### src/rtl/glove_tracker.sv
// glove_tracker: colour-threshold pixel classifier with per-frame centroid.
// Matching pixels are counted and their coordinates summed over a frame. At
// frame end (vsync falling) the sums are divided by the count with a
// sequential restoring divider, and the centroid is published with a strobe.
module glove_tracker #(
    parameter logic [7:0]  R_MIN        = 8'hC0,
    parameter logic [7:0]  G_MAX        = 8'h40,
    parameter logic [7:0]  B_MAX        = 8'h40,
    parameter int unsigned H_ACTIVE     = 1024,
    parameter int unsigned V_ACTIVE     = 768,
    parameter int unsigned MIN_COUNT    = 16,
    parameter int unsigned CLOSED_COUNT = 64
) (
    input  logic        vclock,
    input  logic        reset,
    input  logic [10:0] hcount,
    input  logic [9:0]  vcount,
    input  logic        vsync,
    input  logic        pixel_valid,
    input  logic [23:0] pixel_in,
    output logic [10:0] glove_x,
    output logic [9:0]  glove_y,
    output logic [19:0] glove_count,
    output logic        glove_found,
    output logic        glove_closed,
    output logic        coord_valid,
    output logic        busy
);

    typedef enum logic [1:0] {
        StAccum,
        StDivX,
        StDivY
    } state_t;

    state_t      state_q;
    logic        vsync_d;
    logic        frame_end;
    logic        match;
    logic [19:0] cnt_q;
    logic [29:0] sum_x_q;
    logic [29:0] sum_y_q;

    // Divider datapath: quot_q starts as the dividend and shifts left, taking
    // one quotient bit in at the LSB per cycle.
    logic [19:0] div_q;
    logic [29:0] sum_y_snap_q;
    logic [29:0] quot_q;
    logic [19:0] rem_q;
    logic [4:0]  iter_q;
    logic [10:0] quot_x_q;

    logic [20:0] rem_shift;
    logic        q_bit;
    logic [19:0] rem_next;
    logic [29:0] quot_next;

    // Pixel classification and frame-end detection.
    always_comb begin
        frame_end = vsync_d & ~vsync;
        match = pixel_valid
              && (32'(hcount) < H_ACTIVE)
              && (32'(vcount) < V_ACTIVE)
              && (pixel_in[23:16] >= R_MIN)
              && (pixel_in[15:8] <= G_MAX)
              && (pixel_in[7:0] <= B_MAX);
    end

    // One restoring-divide step; remainder stays below the 20-bit divisor.
    always_comb begin
        rem_shift = {rem_q, quot_q[29]};
        q_bit     = (rem_shift >= {1'b0, div_q});
        rem_next  = q_bit ? 20'(rem_shift - {1'b0, div_q}) : rem_shift[19:0];
        quot_next = {quot_q[28:0], q_bit};
    end

    // Frame accumulators; cleared at frame end so that cycle's pixel is dropped.
    always_ff @(posedge vclock) begin
        if (reset) begin
            vsync_d <= 1'b1;
            cnt_q   <= '0;
            sum_x_q <= '0;
            sum_y_q <= '0;
        end else begin
            vsync_d <= vsync;
            if (frame_end) begin
                cnt_q   <= '0;
                sum_x_q <= '0;
                sum_y_q <= '0;
            end else if (match) begin
                cnt_q   <= cnt_q + 20'd1;
                sum_x_q <= sum_x_q + 30'(hcount);
                sum_y_q <= sum_y_q + 30'(vcount);
            end
        end
    end

    // Control FSM: snapshot at frame end, divide x then y, publish outputs.
    always_ff @(posedge vclock) begin
        if (reset) begin
            state_q      <= StAccum;
            div_q        <= '0;
            sum_y_snap_q <= '0;
            quot_q       <= '0;
            rem_q        <= '0;
            iter_q       <= '0;
            quot_x_q     <= '0;
            glove_x      <= '0;
            glove_y      <= '0;
            glove_count  <= '0;
            glove_found  <= 1'b0;
            glove_closed <= 1'b0;
            coord_valid  <= 1'b0;
            busy         <= 1'b0;
        end else begin
            coord_valid <= 1'b0;
            unique case (state_q)
                StAccum: begin
                    if (frame_end) begin
                        div_q        <= cnt_q;
                        sum_y_snap_q <= sum_y_q;
                        if (32'(cnt_q) < MIN_COUNT) begin
                            // Too few pixels: report immediately, keep old centroid.
                            glove_count  <= cnt_q;
                            glove_found  <= 1'b0;
                            glove_closed <= 1'b0;
                            coord_valid  <= 1'b1;
                        end else begin
                            quot_q  <= sum_x_q;
                            rem_q   <= '0;
                            iter_q  <= '0;
                            busy    <= 1'b1;
                            state_q <= StDivX;
                        end
                    end
                end
                StDivX: begin
                    quot_q <= quot_next;
                    rem_q  <= rem_next;
                    iter_q <= iter_q + 5'd1;
                    if (iter_q == 5'd29) begin
                        quot_x_q <= quot_next[10:0];
                        quot_q   <= sum_y_snap_q;
                        rem_q    <= '0;
                        iter_q   <= '0;
                        state_q  <= StDivY;
                    end
                end
                StDivY: begin
                    quot_q <= quot_next;
                    rem_q  <= rem_next;
                    iter_q <= iter_q + 5'd1;
                    if (iter_q == 5'd29) begin
                        // Final y bit is taken straight from the step logic.
                        glove_x      <= quot_x_q;
                        glove_y      <= quot_next[9:0];
                        glove_count  <= div_q;
                        glove_found  <= 1'b1;
                        glove_closed <= (32'(div_q) < CLOSED_COUNT);
                        coord_valid  <= 1'b1;
                        busy         <= 1'b0;
                        iter_q       <= '0;
                        state_q      <= StAccum;
                    end
                end
                default: state_q <= StAccum;
            endcase
        end
    end

endmodule

### config.mk
export PLATFORM = sky130hd
export DESIGN_NAME = glove_tracker
export DESIGN_NICKNAME = d
export VERILOG_FILES = /design/src/rtl/glove_tracker.sv
export SDC_FILE = /design/constraint.sdc
export NUM_CORES = 1
export LEC_CHECK = 0
export ABC_CLOCK_PERIOD_IN_PS = 4400
export CORE_MARGIN = 8
export CORE_UTILIZATION = 40
export CTS_BUF_LIST = sky130_fd_sc_hd__clkbuf_4
export CTS_CLUSTER_DIAMETER = 30
export DETAILED_ROUTE_END_ITERATION = 16
export PLACE_DENSITY = 0.68
export SYNTH_ARGS = -nofsm -noshare
export SYNTH_HDL_FRONTEND = slang
export SYNTH_SLANG_ARGS = --single-unit
### constraint.sdc
create_clock -name vclock -period 4.4 [get_ports vclock]
set_clock_uncertainty 0.2 [all_clocks]
set_input_delay 0.88 -clock vclock [delete_from_list [all_inputs] [get_ports vclock]]
set_output_delay 0.88 -clock vclock [all_outputs]
set_load 0.02 [all_outputs]
==> impl_metrics.csv, run 1 <==
group,metric,value,unit
logic_synthesis,ys.flop_type,"dfxtp_1",
logic_synthesis,syn_inst,1498,
logic_synthesis,synth_area,0.01206,mm²
floorplan,fp.dieH,189.7,µm
power,irDropWorstVdd,0.0001916,V
floorplan,initial_utilization,40.70,%
routing,drtPass1Iterations,6,
global_routing,grt_max_degree,90,
critical_path,arrival,3.96,ns
clocking,path_clk_slew,0.07,ns
routing,route.detailed.drc,0,
clocking,cts_buffers,70,
layout,finalInstanceArea,0.01408,mm²
outcome,status,"finished, final reports clean",
critical_path,critical_path.top_delay_family,"compound AO/OA/AOI/OAI gates",
timing,setup_tns,0,ns
timing,fin_crit_sh,81.74,%
floorplan,dieArea,0.03597,mm²
clocking,root_buffer,"clkbuf_4",
clocking,clock-sinks,244,
floorplan,ios,94,
routing,ant_nets,0,
logic_synthesis,yosysSeqAreaShare,40.50,%
critical_path,crit_path_end_kind,"flip-flop",
logic_synthesis,ys_async_sr_fraction,0,%
timing,drv_slew,0,
critical_path,crit_chain,"clkdlybuf4s50_1 > ha_1 > inv_1 > fa_1 > nand2b_1 > a21oi_1 > o221ai_1 > o21ai_1 > a21oi_1 > or4_1 > a21oi_1",
layout,syn_to_final_growth,16.75,%
timing,worst_pin_slew,1.205,ns
place,dp_hpwl,21.04,mm
flow_run,cap_violations,0,
clocking,cts_resized,0,
place,gp_congestion,0.8496,
critical_path,reg2reg_depth,10,
clocking,post_cts_buffers,0,
global_routing,antenna_found_initial,1,
floorplan,core_area,0.02964,mm²
critical_path,cp.depth,11,
power,p_clk_share,45.6,%
critical_path,critPathBufInv,2,
critical_path,worst_ep_required_time,4.77,ns
power,intPower,3.392,mW
timing,hold_viol,0,
global_routing,grt-ovfl-total,0,
floorplan,die_w,189.7,µm
power,p_leak,4.941,nW
timing,slew-limit-headroom,19.70,%
power,p_comb_share,4.7,%
clocking,cts_htree_levels,3,
floorplan,rows,63,
power,p_seq_share,49.6,%
timing,hold_slack,0.2457,ns
timing,rsz0062_at_grt,"no",
clocking,clkLatencyLatePin,0.68,ns
timing,setup_viol,0,
critical_path,crit_path_max_fanout,18,
logic_synthesis,synth_cell_types,62,
global_routing,first_global_vias,10440,
layout,layout-drive-gt1-share,9.230,%
power,p_per_area,318.9,mW/mm²
logic_synthesis,ys_ff_latch,244,
worst_hold_path,holdPathStages,2,
timing,period_minus_slack,3.597,ns
place,placedInstanceArea,0.01322,mm²
clocking,cts_tree,"built",
place,port_buffers,87,
power,p_sw,1.098,mW
logic_synthesis,synth_edf_count,0,
logic_synthesis,synth_warnings,0,
critical_path,worstSetupPathType,"input port to flip-flop",
layout,utilization,47.51,%
timing,clock.fmax,278.0,MHz
power,switching_share,24.46,%
routing,viasPerCell,5.339,
routing,wl_per_cell,14.78,µm
critical_path,crit_path_max_incr_delay,0.59,ns
global_routing,grt_pass1_wl,50.61,mm
critical_path,worst_setup_path_start_kind,"input port",
routing,wl,29.96,mm
clocking,hold_buffers,0,
logic_synthesis,syn_avg_cell_area,8.052,µm²
critical_path,slowest_stage,"or4_1",
worst_hold_path,min_path_type,"flip-flop to flip-flop",
layout,final_nets,1685,
global_routing,grt_use_total,16.69,%
logic_synthesis,syn_nets,1597,
routing,drt_iter0_drc,657,
clocking,cts_buffer_depth,3,
routing,route.vias.total,10820,
critical_path,crit_top_cell,"a21oi_1",
[cell families (layout without fill, tap and decap cells)]
| kind of cell | after synthesis | in the layout | share of synthesized area [%] |
|---|---|---|---|
| AO/OA/AOI/OAI | 373 | 373 | 19.93 |
| XOR/XNOR | 66 | 66 | 4.793 |
| adder cells (fa/ha/maj) | 50 | 50 | 5.373 |
| buffers and inverters | 144 | 282 | 4.668 |
| flip-flops | 244 | 244 | 40.50 |
| multiplexers | 32 | 32 | 2.656 |
| other | 0 | 1 | 0 |
| AND/OR/NAND/NOR | 589 | 589 | 22.09 |
[synth_stat cells (11+ instances only)]
library cell | number | area share, %
nand2_1 | 247 | 7.7
dfxtp_1 | 244 | 40
a21oi_1 | 166 | 6.9
nor2_1 | 162 | 5.0
clkbuf_1 | 68 | 2.1
inv_1 | 50 | 1.6
ha_1 | 47 | 4.9
o21ai_0 | 44 | 1.8
nor3_1 | 40 | 1.7
a211oi_1 | 38 | 2.4
xor2_1 | 38 | 2.8
mux2i_1 | 32 | 2.7
a221oi_1 | 30 | 2.2
xnor2_1 | 28 | 2.0
nand3_1 | 27 | 1.1
nand4_1 | 18 | 0.93
or4_1 | 18 | 1.1
a21o_1 | 17 | 1.1
buf_1 | 15 | 0.47
and3_1 | 14 | 0.73
o31ai_1 | 12 | 0.75
and2_1 | 11 | 0.57
o211ai_1 | 11 | 0.68
[sequential cells by signal (all words and copies together) (netlist names)]
| name | flops |
|---|---|
| glove_closed | 1 |
| quot_x_q | 11 |
| glove_x | 11 |
| rem_q | 20 |
| sum_y_snap_q | 30 |
| glove_count | 20 |
| sum_x_q | 30 |
| vsync_d | 1 |
| state_q | 2 |
| sum_y_q | 30 |
| coord_valid | 1 |
| quot_q | 30 |
| glove_y | 10 |
| busy | 1 |
| glove_found | 1 |
| iter_q | 5 |
| cnt_q | 20 |
| div_q | 20 |
[metal layers]
layer | global-route usage, % | vias to the layer above | part of all wire, %
met1 | 21.35 | 4990 | 46
met2 | 27.21 | 267 | 46
met4 | 5.953 | 0 | 2.2
met3 | 3.845 | 54 | 5.5
met5 | 0 | - | 0
li1 | - | 5512 | -
[worst paths after layout]
path / slack [ns] / end / from
worst max register to register: 0.89 / rem_q[2] / div_q[2]
worst min-delay path: 0.25 / glove_x[4] / quot_x_q[4]
worst max-delay path: 0.80 / sum_x_q[16] / hcount[0]
worst min register to register: 0.25 / glove_x[4] / quot_x_q[4]
[cell type report]
cell class / count / area, µm²
timing repair buffer: 109 / 1033
multi-input combinational: 1110 / 6619
tap: 390 / 488.0
clock inverter: 25 / 135.1
inverter: 51 / 191.4
fill: 2953 / 15560
antenna: 1 / 2.502
sequential: 244 / 4885
clock buffer: 97 / 728.2
[power groups by stage]
stage	registers [mW]	clock network [mW]	logic (mW)
finish	2.23	2.05	0.213
global route	2.23	2.25	0.233
CTS	2.23	2.12	0.215
detailed placement	2.28	0	0.215
global placement	2.28	0	0.213
floorplan	2.29	0	0.105
[cells in the final DEF, fill, tap and decap left out, types with 30 or more instances in the layout]
cell and count:
o21ai_0 44, clkbuf_4 97, nor3_1 40, a221oi_1 30, a211oi_1 38, xor2_1 38, nand2_1 246, mux2i_1 32
ha_1 47, dfxtp_1 244, inv_1 50, a21oi_1 166, nor2_1 162, clkdlybuf4s50_1 86
[worst reg2reg max path, delay by kind of cell (launching register included)]
family,cells,cell delay [ns]
AO/OA/AOI/OAI,6,1.85
adder cells (fa/ha/maj),1,0.36
buffers and inverters,2,0.40
flip-flops,1,0.36
multiplexers,1,0.21
[through the flow]
stage | cells | power, mW | setup WS (ns)
after floorplan | 1498 | 2.397 | 1.060
after global routing | 2027 | 4.714 | 0.6193
after global placement | 1904 | 2.490 | 0.2393
after detailed placement | 1904 | 2.492 | 0.1659
after CTS | 2026 | 4.559 | 0.8686
final | 2027 | 4.490 | 0.8034
Power figures use the tool's default switching activity.
==> run 2, diff against run 1 <==
Settings changed: ABC_CLOCK_PERIOD_IN_PS 4400 to 3500.
Clock period 4.4 ns to 3.5 ns, I/O delays scaled along.
==> impl_metrics.csv, run 2 (same netlist as run 1, synthesis figures left out) <==
group,metric,value,unit
outcome,status,"finished, final reports clean",
worst_hold_path,hold_end,"glove_x[10]",
layout,final_common_cell,"nand2_1",
power,irDropWorstVdd,0.0001564,V
power,p_comb_share,5.1,%
critical_path,crit_path_max_fanout,18,
floorplan,die_w,189.7,µm
floorplan,initial_utilization,40.70,%
clocking,root_buffer,"clkbuf_4",
worst_hold_path,holdPathStages,2,
routing,wl,30.55,mm
clocking,path_clk_slew,0.06,ns
critical_path,worstReg2RegEnd,"rem_q[5]",
worst_hold_path,hold_start,"quot_x_q[10]",
routing,wl_per_cell,15.01,µm
worst_hold_path,min_path_type,"flip-flop to flip-flop",
timing,slew-limit-headroom,34.45,%
global_routing,first_global_vias,10530,
layout,utilization,47.93,%
critical_path,crit_chain,"inv_1 > ha_1 > a21oi_1 > o21ai_0 > a211o_1 > a21o_1 > a2111oi_4 > buf_4 > mux2i_1 > o21ai_0",
global_routing,grt_use_total,16.85,%
timing,rsz0062_at_grt,"no",
layout,layout-drive-gt1-share,9.909,%
critical_path,critical_path.top_delay_family,"compound AO/OA/AOI/OAI gates",
routing,route.vias.total,10940,
layout,stdcell_count,2036,
global_routing,antenna_found_initial,1,
power,p_seq_share,50.9,%
layout,fillCellCount,2946,
timing,hold_viol,0,
clocking,cts_tree,"built",
timing,drv_slew,0,
floorplan,dieArea,0.03597,mm²
critical_path,worstSetupPathType,"flip-flop to flip-flop",
layout,final_cell_mix,"246 x nand2_1, 244 x dfxtp_1, 166 x a21oi_1",
floorplan,ios,94,
timing,setup_viol,0,
critical_path,reg2reg_setup_slack,0.22,ns
timing,period_minus_slack,3.285,ns
timing,setup_slack,0.2151,ns
critical_path,reg2reg_depth,10,
place,dp_hpwl,21.23,mm
timing,worst_pin_slew,0.9833,ns
clocking,cts_buffer_depth,3,
routing,ant_nets,0,
clocking,cts_buffers,69,
critical_path,worst_setup_path_start_kind,"flip-flop",
layout,final_nets,1708,
timing,fin_crit_sh,93.85,%
place,place_inst,1928,
power,switching_share,24.01,%
routing,drtPass1Iterations,6,
floorplan,rows,63,
place,placedInstanceArea,0.01342,mm²
global_routing,grt_pass1_wl,51.39,mm
timing,clock.fmax,304.4,MHz
critical_path,slowest_stage,"a211o_1",
power,p_per_area,387.6,mW/mm²
routing,viasPerCell,5.374,
critical_path,crit_top_cell,"o21ai_0",
clocking,clock-sinks,244,
clocking,post_cts_buffers,0,
global_routing,grt-ovfl-total,0,
critical_path,critPathBufInv,2,
routing,route.detailed.drc,0,
power,intPower,4.184,mW
floorplan,fp.dieH,189.7,µm
flow_run,cap_violations,0,
critical_path,cp.depth,10,
clocking,cts_htree_levels,3,
place,gp_congestion,0.8570,
global_routing,grt_max_degree,60,
critical_path,r2r-start,"div_q[2]",
routing,drt_iter0_drc,601,
place,port_buffers,87,
clocking,cts_resized,0,
place,place_ws,-0.2753,ns
power,p_clk_share,44.1,%
layout,syn_to_final_growth,17.77,%
power,p_leak,5.028,nW
clocking,clkLatencyLatePin,0.66,ns
power,p_sw,1.322,mW
critical_path,worst_ep_required_time,3.81,ns
critical_path,arrival,3.59,ns
critical_path,crit_path_max_incr_delay,0.43,ns
clocking,hold_buffers,0,
critical_path,crit_path_end_kind,"flip-flop",
layout,finalInstanceArea,0.01420,mm²
power,power,5.506,mW
floorplan,core_area,0.02964,mm²
[run 2: how the worst max path moves through the flow]
stage | slack [ns] | from | endpoint
floorplan | 0.34 | hcount[0] | sum_x_q[12]
global placement | -0.25 | hcount[0] | sum_x_q[16]
detailed placement | -0.28 | hcount[0] | sum_x_q[26]
CTS | 0.21 | div_q[2] | rem_q[5]
global route | 0.09 | div_q[2] | rem_q[2]
finish | 0.22 | div_q[2] | rem_q[5]
[run 2: worst min-delay path, delay by kind of cell (launching register included)]
| family | cells | cell delay [ns] |
|---|---|---|
| AND/OR/NAND/NOR | 1 | 0.05 |
| flip-flops | 1 | 0.31 |
| AO/OA/AOI/OAI | 1 | 0.05 |
[run 2: final cells by class]
class | instances | area, µm² | area share, %
antenna | 1 | 2.502 | 0.01762
clock buffer | 84 | 630.6 | 4.439
clock inverter | 23 | 150.1 | 1.057
inverter | 51 | 191.4 | 1.348
multi-input combinational | 1110 | 6619 | 46.60
sequential | 244 | 4885 | 34.39
tap | 390 | 488.0 | 3.435
timing repair buffer | 133 | 1239 | 8.720
[run 2: power by group through the flow]
| stage | Combinational (mW) | Clock (mW) | Sequential (mW) |
|---|---|---|---|
| 2_1_floorplan | 0.132 | 0 | 2.88 |
| 3_3_place_gp | 0.278 | 0 | 2.86 |
| 3_5_place_dp | 0.279 | 0 | 2.86 |
| 4_1_cts | 0.280 | 2.51 | 2.80 |
| 5_1_grt | 0.303 | 2.68 | 2.80 |
| 6_report | 0.278 | 2.43 | 2.80 |
[run 2: layer usage]
metal	wire length [µm]	track usage (%)	share of wire, %	vias up
met5	0	0	0	-
met4	643	5.923	2.1	0
met1	14090	21.73	46	5105
met3	1830	4.010	6.0	53
li1	-	-	-	5506
met2	13990	27.20	46	277
[run 2: stage by stage]
stage,hold WS (ns),setup TNS (ns)
floorplan,0.2247,0
global placement,0.2379,-3.604
detailed placement,0.2451,-3.775
CTS,0.2420,0
global route,0.2705,0
finish,0.2526,0
==> RTL edit 1: new RTL, settings of run 2 <==
Re-encode `state_t` (3 states) as one-hot, 3 bits wide.
--- a/src/rtl/glove_tracker.sv
+++ b/src/rtl/glove_tracker.sv
@@ -28,8 +28,8 @@
 );
 
-    typedef enum logic [1:0] {
-        StAccum,
-        StDivX,
-        StDivY
+    typedef enum logic [2:0] {
+        StAccum = 3'b001,
+        StDivX  = 3'b010,
+        StDivY  = 3'b100
     } state_t;
 
Behaviour: same outputs for any inputs over 4 cycles, from zero or initial values and one cycle with reset high; so few cycles prove little.
==> RTL edit 1 against run 2 <==
- via count fell by 3.5%
- final area grew 0.21%
- wire length shrank 3.6%
- total power increased by 9.7%
- worst setup slack gained 78 ps
- synthesized area down 1.8%
- clock power rose by 12%
- synthesized cell count decreased by 1.9%
- sequential cell count up 1
- count of clock-buffer cells in the layout up 23
- largest power group unchanged
- highest routed layer unchanged
==> RTL edit 1: results (changes against run 2) <==
| Metric | Value |
|---|---|
| Fill cell count | `2884 (-2.1%)` |
| Number of buffers created by CTS | `70 (+1.4%)` |
| Maximum number of pins on one net before global-route repair | `68 (+13%)` |
| Pre-CTS WS | `-399 ps (-123 ps)` |
| Static leakage | `5.09 nW (+1.3%)` |
| Number of global-route vias before repair | `10400 (-1.1%)` |
| Distinct cell type count after synthesis | `57 (-8.1%)` |
| Router iterations before antenna repair | `5 (-1)` |
| Maximum fanout count along the critical path | `4 (-14)` |
| CP Data Arrival Time | `3570 ps (-20 ps)` |
| Number of synthesis warnings | `0 (unchanged)` |
| Number of resized instances in the post-cts repair step | `0 (unchanged)` |
| HP Start | `sum_y_snap_q[10]` |
| Number of placed instances, taps included | `1908 (-1.0%)` |
| Crit path launch | `div_q[1]` |
| GPL Wtd Cong | `0.888 (+3.6%)` |
| Share of flip-flops with an asynchronous set or reset after synthesis | `0% (unchanged)` |
| Via-to-Cell Ratio | `5.20 (-3.2%)` |
| Number of port buffers | `87 (unchanged)` |
| Global-route wire length before repair | `49600 µm (-3.6%)` |
| Starting DRT DRC Count | `584 (-2.8%)` |
| Final net count | `1686 (-1.3%)` |
| Sequential share of the synthesized area | `41.4% (+0.93 points)` |
| Commonest cells post-synth | `245 x dfxtp_1, 225 x nand2_1, 191 x nor2_1` |
| Syn nets | `1565 (-2.0%)` |
| Peak supply drop | `0.172 mV (+9.9%)` |
| Worst R2R Path Depth | `11 (+1)` |
| Post-CTS setup buffers | `0 (unchanged)` |
| Path class of the lowest-slack min-delay path | `register to register` |
| Max-slew headroom | `36.5% (+2.1 points)` |
| Hold Path Stages | `2 (unchanged)` |
| Final HPWL from detailed placement | `20500 µm (-3.4%)` |
| Largest cells by area after synthesis | `dfxtp_1 41%, nand2_1 7.1%, a21oi_1 7.0%` |
| Bufs on Longest Clock Path | `3 (unchanged)` |
| Share of layout cells above drive strength 1 | `11.0% (+1.1 points)` |
| Post-detailed-route wirelength per cell | `14.5 µm (-3.3%)` |
| Non-filler cells, final | `2030 (-0.29%)` |
| Mean area per synthesized cell | `8.06 µm² (+0.10%)` |
| Aggregate global-route resource usage | `16.4% (-0.43 points)` |
| Power per cell area | `424 mW/mm² (+9.5%)` |
| Worst-path clk slew | `60 ps (about the same)` |
| Outcome | `finished, final reports clean` |
-- RTL edit 1: cells by family after synthesis --
kind of cell | Yosys count | synth area share (%)
flip-flops | 245 | 41.4
multiplexers | 45 | 3.80
adder cells (fa/ha/maj) | 47 | 5.16
AO/OA/AOI/OAI | 363 | 18.7
AND/OR/NAND/NOR | 564 | 21.1
XOR/XNOR | 77 | 5.70
buffers and inverters | 128 | 4.08
-- RTL edit 1: path summary, 6_finish.rpt --
kind                                         end  slack, ps
worst min-delay path            sum_y_snap_q[10]        260
worst max-delay path                   rem_q[17]        290
worst max register to register         rem_q[17]        290
worst min register to register  sum_y_snap_q[10]        260
-- RTL edit 1: per-stage QoR --
step	cell area, µm²	utilization [%]
final	14200	48.4
after global routing	14200	48.4
after global placement	13300	45.3
after floorplan	11800	-
after detailed placement	13300	45.3
after CTS	14200	48.4
-- RTL edit 1: worst max-delay path, cell delays in order (launching register included) --
cell and delay [ps]:
dfxtp_1 410, inv_1 70, ha_1 320, nor2b_1 160, o31a_1 270, o31ai_1 280, a21oi_1 230, a21bo_2 250
a221o_1 400, xor2_1 160, a222oi_1 290, inv_1 70
-- RTL edit 1: layer usage --
layer / track usage (%) / routed length [µm] / vias to the layer above
met4: 6.30 / 678 / 0
met1: 20.8 / 13600 / 4884
met5: 0 / 0 / -
met3: 3.97 / 1580 / 56
met2: 26.6 / 13600 / 238
li1: - / - / 5377
-- RTL edit 1: power by group --
group	switching (W)	internal, W	leakage (nW)
sequential	0.0000247	0.00282	1.98
combinational	0.000298	0.000178	2.56
clock	0.00118	0.00153	0.552
total	0.00151	0.00454	5.09
-- RTL edit 1: final cells by class --
type	count	share of cell area, %
multi-input cells	1096	45.6
flip-flops and latches	245	34.5
repair buffers	134	8.93
clock buffers	107	5.64
well taps	390	3.43
inverters	43	1.13
clock inverters	13	0.765
diodes	2	0.0352
==> RTL edit 2: new RTL, config.mk and constraints of run 2 <==
Without the edit above. Change the parameter `CLOSED_COUNT` from 64 to 48.
--- a/src/rtl/glove_tracker.sv
+++ b/src/rtl/glove_tracker.sv
@@ -10,5 +10,5 @@
     parameter int unsigned V_ACTIVE     = 768,
     parameter int unsigned MIN_COUNT    = 16,
-    parameter int unsigned CLOSED_COUNT = 64
+    parameter int unsigned CLOSED_COUNT = 48
 ) (
     input  logic        vclock,
Behaviour: same outputs for any inputs over 4 cycles, from zero or initial values and one cycle with reset high; that may be too few to reach the edited logic, so the function may still have changed.
==> RTL edit 2 against run 2 <==
- total power up 7.5%
- sequential cell count did not move
- first-iteration DRC count rose by 23%
- synthesized area is 1.0% lower
- wire length rose by 5.7%
- worst setup slack gained 48 ps
- combinational power shrank 4%
- sequential power is essentially flat
- final area increased by 1.0%
- maximum frequency grew 1.5%
- critical endpoint is now rem_q[10]
==> RTL edit 2: results (changes against run 2) <==
| Metric | Value |
|---|---|
| Outcome | `finished, final reports clean` |
| Max Fclk | `0.309 GHz (+1.5%)` |
| Distinct cell type count after synthesis | `64 (+3.2%)` |
| Final HPWL from detailed placement | `22900 µm (+7.8%)` |
| Worst hold path endpoint | `quot_q[29]` |
| Commonest cells post-synth | `252 x nand2_1, 244 x dfxtp_1, 177 x a21oi_1` |
| Static leakage | `5.15 nW (+2.4%)` |
| Worst R2R Path Depth | `10 (unchanged)` |
| Actual slew at the worst max-slew pin | `859 ps (-125 ps)` |
| Via-to-Cell Ratio | `5.40 (+0.45%)` |
| CP Data Arrival Time | `3590 ps (about the same)` |
| Pre-CTS WS | `-331 ps (-55.7 ps)` |
| Path class of the lowest-slack min-delay path | `input pin to register` |
| DRC violations left | `0 (unchanged)` |
| Crit path launch | `div_q[18]` |
| Starting DRT DRC Count | `738 (+23%)` |
| Routed Wire Length | `32300 µm (+5.7%)` |
| Share of flip-flops with an asynchronous set or reset after synthesis | `0% (unchanged)` |
| Global-route wire length before repair | `52700 µm (+2.6%)` |
| Placement Cell Area | `0.0134 mm² (-0.15%)` |
| Number of synthesis warnings | `0 (unchanged)` |
| Main synth FF type | `dfxtp_1` |
| Sequential share of the synthesized area | `40.9% (+0.43 points)` |
| Peak supply drop | `0.205 mV (+31%)` |
| Aggregate global-route resource usage | `17.7% (+0.86 points)` |
| Hold Path Stages | `2 (unchanged)` |
| Maximum fanout count along the critical path | `14 (-4)` |
| Post-CTS setup buffers | `0 (unchanged)` |
| Antenna violations before repair | `1 (unchanged)` |
| GPL Wtd Cong | `0.916 (+6.8%)` |
| Share of layout cells above drive strength 1 | `10.1% (+0.21 points)` |
| Router iterations before antenna repair | `5 (-1)` |
| Maximum number of pins on one net before global-route repair | `80 (+33%)` |
| HP Start | `reset` |
| Number of global-route vias before repair | `10600 (+0.83%)` |
| Final net count | `1722 (+0.82%)` |
| Number of buffers created by CTS | `71 (+2.9%)` |
| Syn nets | `1594 (-0.19%)` |
| Largest cells by area after synthesis | `dfxtp_1 41%, nand2_1 7.9%, a21oi_1 7.4%` |
| End point of the critical path | `rem_q[10]` |
| Worst slack on hold paths | `237 ps (-15.3 ps)` |
| Fill cell count | `2940 (-0.20%)` |
-- RTL edit 2: per-stage QoR --
stage | total power [W] | utilization, % | cells
CTS | 0.00600 | 48.6 | 2051
global route | 0.00617 | 48.7 | 2053
finish | 0.00592 | 48.7 | 2053
detailed placement | 0.00313 | 45.5 | 1940
floorplan | 0.00301 | - | 1495
global placement | 0.00313 | 45.5 | 1940
-- RTL edit 2: final cells by class --
cell class	instances	area [µm²]	share of cell area, %
Clock inverter	19	239	1.67
Timing Repair Buffer	140	1290	9.00
Multi-Input combinational cell	1116	6560	45.7
Tap cell	390	488	3.40
Clock buffer	92	691	4.81
Sequential cell	244	4880	34.0
Antenna cell	2	5.00	0.0349
Inverter	50	188	1.31
-- RTL edit 2: power breakdown --
| part | internal [W] | leakage (nW) | total [W] | switching (W) |
|---|---|---|---|---|
| combinational | 0.000110 | 2.65 | 0.000268 | 0.000158 |
| sequential | 0.00279 | 1.97 | 0.00280 | 0.00000793 |
| clock | 0.00166 | 0.530 | 0.00285 | 0.00119 |
-- RTL edit 2: critical path, cell delays in order, from the launching register on --
cell	delay, ps
dfxtp_1	390
inv_1	80
ha_1	350
a21o_1	220
a211oi_1	460
o41ai_2	190
o21bai_1	240
or2_2	320
buf_4	220
and3_1	190
a221o_1	250
-- RTL edit 2: cells by family after synthesis --
| group | share of synthesized area [%] |
|---|---|
| AOI/OAI and AO/OA | 19.9 |
| DFF | 40.9 |
| buffers and inverters | 4.31 |
| and+or+nand+nor | 22.1 |
| xor gates and xnor gates | 4.99 |
| muxes | 2.35 |
| adders and majority gates | 5.43 |
-- RTL edit 2: per-layer routing --
metal | global-route usage (%) | share of wire (%)
met1 | 22.5 | 46
met2 | 28.8 | 45
met3 | 3.94 | 5.3
met4 | 6.98 | 3.0
met5 | 0 | 0
